==> src/rtl/reg_file_sb_if.sv <==
// reg_file_sb_if: read/write/allocate bus for the scoreboarded register file
interface reg_file_sb_if #(
    parameter int XLEN  = 32,
    parameter int NREGS = 32
);
    localparam int AW = $clog2(NREGS);
    logic [AW-1:0]   A1, A2, A3, AA;
    logic [XLEN-1:0] RD1, RD2, WD3;
    logic            RDY1, RDY2, WE3, ALLOC, ALLOC_OK;
    logic [NREGS-1:0] BUSY;
    logic [AW:0]     PENDING;
    modport master (
        output A1, A2, WE3, A3, WD3, ALLOC, AA,
        input  RD1, RD2, RDY1, RDY2, ALLOC_OK, BUSY, PENDING
    );
    modport slave (
        input  A1, A2, WE3, A3, WD3, ALLOC, AA,
        output RD1, RD2, RDY1, RDY2, ALLOC_OK, BUSY, PENDING
    );
endinterface

==> src/rtl/reg_file_sb.sv <==
// reg_file_sb: 2R1W register file with x0 hardwired to zero and a pending-write scoreboard
module reg_file_sb #(
    parameter int XLEN   = 32,
    parameter int NREGS  = 32,
    parameter int BYPASS = 1
) (
    input logic         clk,
    input logic         reset,
    reg_file_sb_if.slave bus
);
    localparam int AW = $clog2(NREGS);

    logic [XLEN-1:0]  regs_q [NREGS];
    logic [NREGS-1:0] busy_q, busy_d;
    logic [AW:0]      pending_q, pending_d;
    logic             wr, hit1, hit2, set, inc, dec;

    assign wr   = bus.WE3 && bus.A3 != '0;
    // forwarding is suppressed during reset so reads show the cleared array
    assign hit1 = BYPASS != 0 && !reset && bus.WE3 && bus.A3 == bus.A1;
    assign hit2 = BYPASS != 0 && !reset && bus.WE3 && bus.A3 == bus.A2;

    assign bus.RD1  = bus.A1 == '0 ? '0 : hit1 ? bus.WD3 : regs_q[bus.A1];
    assign bus.RD2  = bus.A2 == '0 ? '0 : hit2 ? bus.WD3 : regs_q[bus.A2];
    assign bus.RDY1 = !busy_q[bus.A1] || hit1;
    assign bus.RDY2 = !busy_q[bus.A2] || hit2;

    assign bus.ALLOC_OK = bus.AA == '0 || !busy_q[bus.AA] || (bus.WE3 && bus.A3 == bus.AA);
    assign bus.BUSY     = busy_q;
    assign bus.PENDING  = pending_q;

    assign set = bus.ALLOC && bus.ALLOC_OK && bus.AA != '0;
    assign inc = set && !busy_q[bus.AA];
    assign dec = wr && busy_q[bus.A3] && !(set && bus.AA == bus.A3);
    assign pending_d = pending_q + (AW+1)'(inc) - (AW+1)'(dec);

    // writeback clears first so a same-cycle allocation of that register wins
    always_comb begin
        busy_d = busy_q;
        if (wr) busy_d[bus.A3] = 1'b0;
        if (set) busy_d[bus.AA] = 1'b1;
        busy_d[0] = 1'b0;
    end

    // register array; x0 is never written so it stays zero
    always_ff @(posedge clk or posedge reset) begin
        if (reset) begin
            for (int i = 0; i < NREGS; i++) regs_q[i] <= '0;
        end else if (wr) begin
            regs_q[bus.A3] <= bus.WD3;
        end
    end

    // scoreboard vector and its population count advance together
    always_ff @(posedge clk or posedge reset) begin
        if (reset) begin
            busy_q    <= '0;
            pending_q <= '0;
        end else begin
            busy_q    <= busy_d;
            pending_q <= pending_d;
        end
    end
endmodule

==> src/flat_wrapper.sv <==
// flat-port wrapper written by rule: the top's interface ports become plain ports
module reg_file_sb_flat 
#(
    parameter int XLEN   = 32,
    parameter int NREGS  = 32,
    parameter int BYPASS = 1
)
  (clk, reset, bus_A1, bus_A2, bus_WE3, bus_A3, bus_WD3, bus_ALLOC, bus_AA, bus_RD1, bus_RD2, bus_RDY1, bus_RDY2, bus_ALLOC_OK, bus_BUSY, bus_PENDING);
  reg_file_sb_if #(.XLEN(XLEN), .NREGS(NREGS)) bus_i ();
  input logic clk;
  input logic reset;
  input wire logic [$bits(bus_i.A1)-1:0] bus_A1;
  input wire logic [$bits(bus_i.A2)-1:0] bus_A2;
  input wire logic [$bits(bus_i.WE3)-1:0] bus_WE3;
  input wire logic [$bits(bus_i.A3)-1:0] bus_A3;
  input wire logic [$bits(bus_i.WD3)-1:0] bus_WD3;
  input wire logic [$bits(bus_i.ALLOC)-1:0] bus_ALLOC;
  input wire logic [$bits(bus_i.AA)-1:0] bus_AA;
  output wire logic [$bits(bus_i.RD1)-1:0] bus_RD1;
  output wire logic [$bits(bus_i.RD2)-1:0] bus_RD2;
  output wire logic [$bits(bus_i.RDY1)-1:0] bus_RDY1;
  output wire logic [$bits(bus_i.RDY2)-1:0] bus_RDY2;
  output wire logic [$bits(bus_i.ALLOC_OK)-1:0] bus_ALLOC_OK;
  output wire logic [$bits(bus_i.BUSY)-1:0] bus_BUSY;
  output wire logic [$bits(bus_i.PENDING)-1:0] bus_PENDING;
  assign bus_i.A1 = bus_A1;
  assign bus_i.A2 = bus_A2;
  assign bus_i.WE3 = bus_WE3;
  assign bus_i.A3 = bus_A3;
  assign bus_i.WD3 = bus_WD3;
  assign bus_i.ALLOC = bus_ALLOC;
  assign bus_i.AA = bus_AA;
  assign bus_RD1 = bus_i.RD1;
  assign bus_RD2 = bus_i.RD2;
  assign bus_RDY1 = bus_i.RDY1;
  assign bus_RDY2 = bus_i.RDY2;
  assign bus_ALLOC_OK = bus_i.ALLOC_OK;
  assign bus_BUSY = bus_i.BUSY;
  assign bus_PENDING = bus_i.PENDING;
  reg_file_sb #(.XLEN(XLEN), .NREGS(NREGS), .BYPASS(BYPASS)) u_core (.clk(clk), .reset(reset), .bus(bus_i));
endmodule
==> config.mk <==
export PLATFORM = sky130hd
export DESIGN_NAME = reg_file_sb_flat
export DESIGN_NICKNAME = d
export VERILOG_FILES = /design/src/rtl/reg_file_sb_if.sv /design/src/rtl/reg_file_sb.sv /design/src/flat_wrapper.sv
export SDC_FILE = /design/constraint.sdc
export NUM_CORES = 2
export LEC_CHECK = 0
export BUFFER_PORTS_ARGS = -buffer_cell sky130_fd_sc_hd__buf_2
export CORE_ASPECT_RATIO = 0.8
export CORE_MARGIN = 3
export CORE_UTILIZATION = 55
export DETAILED_ROUTE_END_ITERATION = 10
export PLACE_DENSITY = 0.7
export SKIP_CTS_REPAIR_TIMING = 1
export SYNTH_ARGS = -nofsm -noshare
export SYNTH_HDL_FRONTEND = slang
export SYNTH_SLANG_ARGS = --single-unit
export TNS_END_PERCENT = 1
==> constraint.sdc <==
create_clock -name clk -period 37 [get_ports clk]
set_input_delay 3.7 -clock clk [delete_from_list [all_inputs] [get_ports clk]]
set_output_delay 3.7 -clock clk [all_outputs]
set_load 0.02 [all_outputs]
* After elaboration in Yosys (flattened, before gate mapping)
Index checks and enable logic that the tools add are counted.
Operators by class: bitwise logic cells 6, $mul 0, reductions and logical operators 28, eq/ne operators 4, mux-type cells 27, $add $sub $neg 2, shifts and indexed selects 0, magnitude comparators 10, div/mod/pow operators 0
Operator list (count):
- bitwise mux 1024 bit | 1
- two-way mux 32 bit | 11
- binary-select mux 32 bit (select 5 bit) | 2
- demux 32 bit (select 5 bit) | 1
- bitwise AND 32 bit | 1
- inverter 32 bit | 1
- bitwise OR 32 bit | 1
- less-than comparator 5 x 6 -> 1 bit (second input constant) | 4
- binary-select mux 1 bit (select 5 bit) | 4
- equality test 5 bit | 4
- greater-or-equal comparator 6 bit (second input constant) | 3
- inverter 5 -> 6 bit | 3
- logical NOT 5 bit | 3
- logical AND 1 bit | 14
- demux 1 bit (select 5 bit) | 2
- greater-or-equal comparator 5 x 1 -> 1 bit (second input constant) | 2
- nonzero test 5 bit | 2
- adder 6 x 1 -> 6 bit | 1
- less-than comparator 6 x 1 -> 1 bit (second input constant) | 1
- two-way mux 1 bit | 6
- subtractor 6 x 1 -> 6 bit | 1
- logical NOT 1 bit | 5
- logical OR 1 bit | 4
Storage, ports and cells: word-level logic and storage cells 111, memory bits (read-only) 0, input port bits 56, register bits after elaboration 1061, bits in latches 0, output and inout port bits 105, memories kept 0, memory bits (writable) 0

* Longest topological paths before layout
depth after elaboration 11, gate-level depth with buffers 16, depth with buffers taken out 14

* Least setup slack after synthesis
No wires, ideal clock.
kind input -> output, from in bus_A2[1], to out bus_RD2[30], arrival time 5512 ps, setup slack 27788 ps, buffers on the path 4, required time 33300 ps, stages 8, cell sequence buf_2 buf_4 buf_2 buf_2 mux4_2 nor2_1 a211o_1 o31ai_1
On the way: cells in the longest elaborated chain, start to end 6, elaborated cells between the ends (all ways) 9, classes of those cells eq/ne (1); mux (5); bitwise (1); reduce/logical (2)
Ends and longest elaborated chain:
- from (decl) | RTL line flat_wrapper.sv:13 | input wire logic [$bits(bus_i.A2)-1:0] bus_A2;
- inverter 5 -> 6 bit (not written as such) | RTL line reg_file_sb.sv:24 | assign bus.RD2 = bus.A2 == '0 ? '0 : hit2 ? bus.WD3 : regs_q[bus.A2];
- binary-select mux 32 bit (select 5 bit) | RTL line reg_file_sb.sv:24
- two-way mux 32 bit (not written as such) (2 in series) | RTL line reg_file_sb.sv:24
- two-way mux 32 bit | RTL line reg_file_sb.sv:24
- two-way mux 32 bit (*) | RTL line reg_file_sb.sv:24
- to (decl) | RTL line flat_wrapper.sv:20 | output wire logic [$bits(bus_i.RD2)-1:0] bus_RD2;
Mark *: on every way between the ends. The rest lies on a longest branch, timed or not. The select of a mux whose other input is x is not followed.

* Final worst setup path
from in bus_A2[1], to out bus_RD2[11]
Same word-level chain as after synthesis.

==> flow_metrics.tcl <==
set metrics [dict create \
    cts_made_buffers 109 \
    fmax_ghz 0.0882 \
    clk_path_buf_depth 3 \
    viasPerCell 7.28 \
    final_max_slew_viol_count 7 \
    clock_skew_ps 8.64 \
    synth_commonest_cells "dfrtp_1, mux2_2, mux4_2" \
    grt.overflow.total 0 \
    cts_sinks 1061 \
    synth_edf_count 0 \
    drt_iter0_markers 4821 \
    netlist.area_leader.share_pct 46.4 \
    antenna_found_initial 8 \
    synth_seq_cells 1061 \
    ctsHtreeMaxLevel 3 \
    dpl_cell_area_um2 58700 \
    async_flop_share_pct 100 \
    rrSetupSlack_ps 33790 \
    yosysMostFrequentCell "dfrtp_1" \
    rsz0062_at_grt "false" \
    postRouteAntennaNets 0 \
    die_w_um 367 \
    fin_crit_ps 11340 \
    total_power_mw 3.45 \
    setup_viol 0 \
    initial_core_util_pct 55.6 \
    ctsRootBufferMaster "clkbuf_16" \
    syn_inst 3921 \
    cp_slowest_cell "buf_4" \
    path_max_fanout 60 \
    path_cells "buf_8, buf_4, buf_4, mux4_2, a22o_1, a221oi_1, o21ai_0, a22o_1, buf_2" \
    hold_violations 0 \
    synth.area.top_cells "dfrtp_1, mux4_2, mux2_2" \
    die_area_um2 108000 \
    syn_to_final_growth_pct 8.93 \
    fin_hold_ws_ps 394 \
    synthFlopType "dfrtp_1" \
    clk_latency_ps 690 \
    status "finished, violations left" \
    grt_use_total_pct 34.7 \
    violations "capacitance limit, slew limit" \
    drc_errors 0 \
    seq_area_frac_synth_pct 46.4 \
    r2r-start "u_core.bus.BUSY[19]$_DFF_PP0_" \
    vias 38600 \
    finalNetCount 3883 \
    drive_above_1_share_pct 50.6 \
    dpl.hpwl_um 104000 \
    place_congestion 0.878 \
    start_kind "primary input" \
    cts_tree "built" \
    grt_pass1_vias 37700 \
    synth_top_cell_by_area "dfrtp_1" \
    core.rowCount 105 \
    min_path_type "register to register" \
    crit_path_end_kind "output port" \
    synth.avg_cell_area_um2 14.6 \
    routed_wl_um 188000 \
    worst_pin_slew_ps 1530 \
    p_leak_nw 26.9 \
    path_clk_slew_ps 60 \
    min_from "u_core.regs_q[1004]$_DFFE_PP0P_" \
    core_area_um2 103000 \
    hold_end "u_core.regs_q[1004]$_DFFE_PP0P_" \
    powerDensity_nw_per_um2 55.3 \
    peakVddDrop_mv 0.0428 \
    critPathKind "primary input to output port" \
    avgRoutedWirePerCell_um 35.5 \
    syn_area_um2 57200 \
    grt_pass1_wl_um 272000 \
    stdcell_area_um2 62300 \
    worst-r2r-cell-count 13 \
    critPathMaxStageDelay_ps 820 \
    fin_crit_sh_pct 30.6 \
    cap_violations 1 \
    r2r_end "u_core.bus.PENDING[4]$_DFF_PP0_" \
    cp_top_family "buffers and inverters" \
    die_h_um 294 \
    io_pins 161 \
    required_ps 33300 \
    place.port_buffers 159 \
    slew_headroom_pct -1.96 \
    firstDrtPassIters 6 \
    syn_nets 3984 \
    ys_types 55 \
    worst-path-buf-inv 4 \
    crit_arrival_ps 7640 \
    hold_depth 0 \
    setup_tns_ps 0 \
    yosys_warnings 0 \
    grt_max_degree 180 \
]
worst register-to-register path, delay by kind of cell, from the launching register on:
family          cells  cell delay [ps]
simple gates        1              100
compound gates      2              190
buf+inv             3              190
mux                 3             1180
fa+ha+maj           3              850
xor+xnor            1              130
flops               1              470
worst max-delay path by stage:
stage | startpoint | to | slack [ps] | depth (start not counted)
6_report | bus_A2[1] | bus_RD2[11] | 25660 | 9
5_1_grt | bus_A2[0] | bus_RD2[26] | 25560 | 9
4_1_cts | bus_A2[0] | bus_RD2[26] | 25750 | 9
3_3_place_gp | bus_A2[0] | bus_RD2[26] | 25790 | 9
2_1_floorplan | reset | u_core.bus.BUSY[10]$_DFF_PP0_ | 3430 | 1
3_5_place_dp | bus_A2[0] | bus_RD2[26] | 25810 | 9
cells by family after synthesis:
group,count (synthesis),synth area share (%)
fa+ha+maj,7,0.166
simple gates,318,2.67
xor+xnor,20,0.306
flops,1061,46.4
buf+inv,474,3.74
mux,1595,41.2
other cells,1,0.00655
compound gates,445,5.48
through the flow:
stage,setup WS [ps],utilization [%],instances
global route,25560,60.6,5296
detailed placement,25810,57.1,5100
global placement,25790,57.1,5100
finish,25660,60.6,5301
CTS,25750,60.6,5294
floorplan,3430,-,3921
placed cells by master, fill, tap and decap left out, drive strengths merged, types with 15 or more instances in the layout:
cell type and instances:
o22ai 63, a22o 59, nand2 86, mux2 1001, a22oi 89, a21oi 51
o221ai 17, nor2 87, nand3 27, a211o 16, nor3 47, mux4 509
clkbuf 164, o21ai 64, clkinv 20, dfrtp 1061, nor2b 24, a221oi 33
inv 24, mux2i 85, a211oi 23, o211ai 15, buf 239
report_power, final:
group / switching, mW / internal (mW) / total, mW
Sequential: 0.174 / 1.39 / 1.56
Clock: 0.475 / 0.643 / 1.12
Combinational: 0.337 / 0.430 / 0.767
state kept, by name, summed over array words and instances, names as in the netlist:
| name | cells |
|---|---|
| u_core.bus.BUSY | 31 |
| u_core.bus.PENDING | 6 |
| u_core.regs_q | 1024 |
layout make-up:
cell class / instances / area, um2
timing repair buffer: 239 / 1480
inverter: 23 / 93.8
multi-input combinational: 2386 / 28900
tap: 1391 / 1740
clock inverter: 30 / 293
antenna: 7 / 17.5
fill: 7781 / 40500
sequential: 1061 / 26600
clock buffer: 164 / 3290
per-layer routing:
layer | vias up | track usage, % | share of wire, %
met5 | - | 0 | 0.0069
met4 | 2 | 14.5 | 4.8
met3 | 502 | 10.5 | 12
met2 | 2476 | 50.6 | 44
met1 | 20600 | 48.8 | 39
li1 | 15000 | - | -
Power figures use the tool's default switching activity.
